$ cat config.mk
export PLATFORM = sky130hd
export DESIGN_NAME = afifo_rd_stream
export DESIGN_NICKNAME = d
export VERILOG_FILES = /design/src/rtl/afifo_rd_stream.sv
export SDC_FILE = /design/constraint.sdc
export NUM_CORES = 1
export LEC_CHECK = 0
export BUFFER_PORTS_ARGS = -buffer_cell sky130_fd_sc_hd__buf_2
export CORE_ASPECT_RATIO = 0.7
export CORE_MARGIN = 2
export CORE_UTILIZATION = 30
export CTS_CLUSTER_DIAMETER = 50
export DETAILED_ROUTE_END_ITERATION = 8
export GPL_TIMING_DRIVEN = 1
export PLACE_DENSITY = 0.59
export SLEW_MARGIN = 20
export SYNTH_ARGS = -nofsm -noshare
export SYNTH_HDL_FRONTEND = slang
export SYNTH_SLANG_ARGS = --single-unit
$ cat constraint.sdc
create_clock -name clk_r -period 2.6 [get_ports clk_r]
set_input_delay 0.52 -clock clk_r [delete_from_list [all_inputs] [get_ports clk_r]]
set_output_delay 0.52 -clock clk_r [all_outputs]
set_load 0.005 [all_outputs]
$ cat src/rtl/afifo_rd_stream.sv
// afifo_rd_stream: drains the async FIFO read port (read clock domain) into a valid/ready stream, counting delivered words.
// Latency: first word valid 2 cycles after re_o (1 FIFO read cycle + 1 buffer register), then one word per cycle.
// Backpressure: 2-entry output buffer; re_o is withheld once buffered + in-flight words would exceed 2, so nothing is dropped.
// Optional: define AFIFO_RD_STATS_EN to add stall_cnt_o and underrun_o.
module afifo_rd_stream #(
   parameter int DATA_WIDTH = 32,
   parameter int CNT_WIDTH  = 16
) (
   input  logic                  clk_r,
   input  logic                  srst_n,
   input  logic                  en_i,
   input  logic                  flush_i,
   input  logic                  empty_i,
   input  logic [DATA_WIDTH-1:0] data_r_i,
   output logic                  re_o,
   output logic                  valid_o,
   input  logic                  ready_i,
   output logic [DATA_WIDTH-1:0] data_o,
   output logic [CNT_WIDTH-1:0]  count_o,
`ifdef AFIFO_RD_STATS_EN
   output logic [CNT_WIDTH-1:0]  stall_cnt_o,
   output logic                  underrun_o,
`endif
   output logic                  busy_o
);

   typedef enum logic [1:0] {
      S_EMPTY = 2'd0,
      S_ONE   = 2'd1,
      S_TWO   = 2'd2
   } occ_t;

   localparam logic [CNT_WIDTH-1:0] CNT_ONE = {{(CNT_WIDTH-1){1'b0}}, 1'b1};

   occ_t                  r_occ;
   logic                  r_inflight;
   logic [DATA_WIDTH-1:0] r_head;
   logic [DATA_WIDTH-1:0] r_tail;
   logic [CNT_WIDTH-1:0]  r_count;

   logic [1:0]            w_occ;
   logic                  w_pop;
   logic [2:0]            w_committed;

   assign w_occ   = r_occ;
   assign valid_o = (r_occ != S_EMPTY);
   assign w_pop   = valid_o & ready_i;
   assign data_o  = r_head;
   assign count_o = r_count;
   assign busy_o  = valid_o | r_inflight;

   // Words that will still occupy the buffer after this cycle's pop; a new read is only
   // allowed if there will be room for it when it lands next cycle.
   assign w_committed = {1'b0, w_occ} + {2'b00, r_inflight} - {2'b00, w_pop};
   assign re_o = srst_n & en_i & ~flush_i & ~empty_i & (w_committed <= 3'd1);

   // Occupancy FSM plus buffer data movement; head is always the oldest word.
   always_ff @(posedge clk_r) begin
      if (!srst_n) begin
         r_occ      <= S_EMPTY;
         r_inflight <= 1'b0;
         r_head     <= '0;
         r_tail     <= '0;
      end else begin
         // re_o is low during flush, so this also drops the outstanding read.
         r_inflight <= re_o;
         if (flush_i) begin
            r_occ <= S_EMPTY;
         end else begin
            case (r_occ)
               S_EMPTY: begin
                  if (r_inflight) begin
                     r_head <= data_r_i;
                     r_occ  <= S_ONE;
                  end
               end
               S_ONE: begin
                  if (r_inflight && !w_pop) begin
                     r_tail <= data_r_i;
                     r_occ  <= S_TWO;
                  end else if (r_inflight && w_pop) begin
                     r_head <= data_r_i;
                  end else if (w_pop) begin
                     r_occ <= S_EMPTY;
                  end
               end
               S_TWO: begin
                  // A landing word without a pop is excluded by the re_o rule.
                  if (w_pop) begin
                     r_head <= r_tail;
                     if (r_inflight) begin
                        r_tail <= data_r_i;
                     end else begin
                        r_occ <= S_ONE;
                     end
                  end
               end
               default: r_occ <= S_EMPTY;
            endcase
         end
      end
   end

   // Delivered-word counter; wraps, survives flush, a pop during flush still counts.
   always_ff @(posedge clk_r) begin
      if (!srst_n) begin
         r_count <= '0;
      end else if (w_pop) begin
         r_count <= r_count + CNT_ONE;
      end
   end

`ifdef AFIFO_RD_STATS_EN
   logic [CNT_WIDTH-1:0] r_stall_cnt;

   // Saturating count of cycles where a word waits on downstream.
   always_ff @(posedge clk_r) begin
      if (!srst_n || flush_i) begin
         r_stall_cnt <= '0;
      end else if (valid_o && !ready_i && (r_stall_cnt != {CNT_WIDTH{1'b1}})) begin
         r_stall_cnt <= r_stall_cnt + CNT_ONE;
      end
   end

   assign stall_cnt_o = r_stall_cnt;
   assign underrun_o  = srst_n & en_i & empty_i & (r_occ == S_EMPTY) & ~r_inflight;
`endif

endmodule

==> results.tsv <==
metric	value	unit
synth_ff_type	dfxtp_1	
netlist_area	0.00401	mm²
syn_inst	399	
cp-start-kind	register	
drive_gt1_share	28.5	%
holdWs	459	ps
period_minus_slack	2650	ps
worstPathRequired	2080	ps
cts_buffers	9	
dp.final_hpwl	5940	µm
dr.pass1.iters	4	
nNetsFinal	526	
insertion_delay	330	ps
start_util	30.6	%
synth_edf_count	0	
finalWirelength	8870	µm
final_area	0.00495	mm²
die_area	0.0143	mm²
fin_skew	6.40	ps
critical_path_class	reg2out	
yosysSeqAreaShare	41.5	%
min_path_type	reg2reg	
cp_data_arrival_time	2130	ps
drc_errors	0	
core-area	0.0131	mm²
hold_viol_final	0	
io_pins	89	
totalNegativeSetupSlack	-48.1	ps
rsz0062_at_grt	true	
grt_pass1_wl	14400	µm
status	complete, but fails checks	
routedWlPerCell	13.5	µm
cap_violations	0	
first_iter_violations	106	
portBuffers	88	
layoutNonFillerInstCount	655	
syn_nets	442	
ys_warn_count	0	
power.leakage	2.14	nW
violations	setup timing	
htree_levels	3	
fmax	378	MHz
power_density	567	mW/mm²
yosys_register_bits	83	
cts_tree	yes	
drv_slew	0	
vdd_ir_drop_max	0.278	mV
ys_types	42	
place_inst	635	
final_util	37.8	%
grt_pass1_vias	2855	
antenna_found_initial	1	
worst_setup_path_end_kind	output pin	
crit_fanout	2	
async_flop_share	0	%
overflow	0	
clk_path_buf_depth	2	
avgSynthCellArea	10.0	µm²
worst_slack	-48.1	ps
placed_area	0.00456	mm²
tightestPinTransition	523	ps
row_count	35	
grt_max_degree	114	
fin_crit_sh	102	%
cts_root_buffer	clkbuf_16	
slew_headroom	65.1	%
path_clk_slew	70	ps
vias	2983	
finalSetupViolCount	1	
areaGrowthSynthToFinish	23.7	%
cts_num_sinks	83	
place.gp.congestion	0.731	
die_x	142	µm
vias_per_cell	4.55	
grt_usage	12.8	%
antenna_left	0	
die_h	101	µm
-- kinds of logic after synthesis --
group | count (synthesis) | synth area share [%]
simple gates | 153 | 23.0
flops | 83 | 41.5
mux | 66 | 16.5
compound gates | 44 | 8.49
buf+inv | 34 | 5.68
xor+xnor | 14 | 3.06
fa+ha+maj | 5 | 1.75
-- synthesized netlist by cell type (all sizes together) (5+ instances only) --
cell type | instances | area (µm²)
o211ai | 33 | 253
and2 | 13 | 81.3
dfxtp | 83 | 1660
xor2 | 8 | 70.1
nand4 | 5 | 46.3
inv | 5 | 18.8
nor2b | 36 | 225
clkbuf | 14 | 52.6
xnor2 | 6 | 52.6
nand2b | 34 | 213
mux2i | 66 | 661
nand2 | 40 | 150
buf | 15 | 156
-- repair_timing --
item / in CTS / in global routing
endpoints found under the hold margin: 0 / 0
setup endpoints to repair: 1 / 1
hold buffers: 0 / 0
buffers inserted: 3 / 0
pin swaps: 5 / 2
gates resized for setup: 9 / 1
-- final timing paths --
check,to,slack [ps],from,cells after the start
hold reg to reg,data_o[4],460,data_o[4],2
hold / removal,data_o[4],460,data_o[4],2
setup reg to reg,r_tail[22],550,r_occ[0],10
setup / recovery,re_o,-50,r_occ[0],9
-- power by group --
part	internal [mW]	total [mW]	switching, mW	leakage, nW
clock network	0.847	1.39	0.542	0.148
registers	1.28	1.28	0.00407	0.670
logic	0.0669	0.138	0.0715	1.32
-- layer usage --
layer | vias up | part of all wire [%] | GRT usage, %
met3 | 8 | 4.6 | 4.13
met2 | 60 | 45 | 20.5
met5 | - | 0 | 0
met1 | 1375 | 50 | 16.6
met4 | 0 | 0.97 | 3.46
li1 | 1540 | - | -
-- placed cells by master, fill, tap and decap left out, drive strengths merged, types with 8 or more instances in the layout --
master	count
nor2b	36
dfxtp	83
xor2	8
mux2i	66
o211ai	33
nand2	40
clkbuf	9
buf	102
and2	13
nand2b	34
-- flip-flops by register name, summed over array words and instances (netlist names) --
register,flops
data_o,32
r_tail,32
count_o,16
r_occ,2
r_inflight,1
-- critical path: stages, from the launching register on --
cell and delay, ps:
dfxtp_2 320, or2_4 260, nand2_4 70, ha_4 130, ha_4 120, inv_2 30, fa_1 510, nand3b_1 110
nor3_2 110, buf_2 130
-- area by class of cell --
type | instances | area, µm²
Antenna cell | 1 | 2.50
Multi-Input combinational cell | 282 | 2170
Timing Repair Buffer | 102 | 571
Sequential cell | 83 | 1660
Clock inverter | 7 | 100
Tap cell | 166 | 208
Clock buffer | 9 | 225
Fill cell | 1319 | 8140
Inverter | 5 | 18.8
-- metrics by stage --
| step | power (mW) | setup WS, ps |
|---|---|---|
| after floorplan | 1.39 | 41.6 |
| after global placement | 1.44 | 99.5 |
| after detailed placement | 1.45 | 33.1 |
| after CTS | 2.87 | -144 |
| after global routing | 2.93 | -176 |
| final | 2.81 | -48.1 |
No activity file was read; power rests on OpenSTA's default activity.
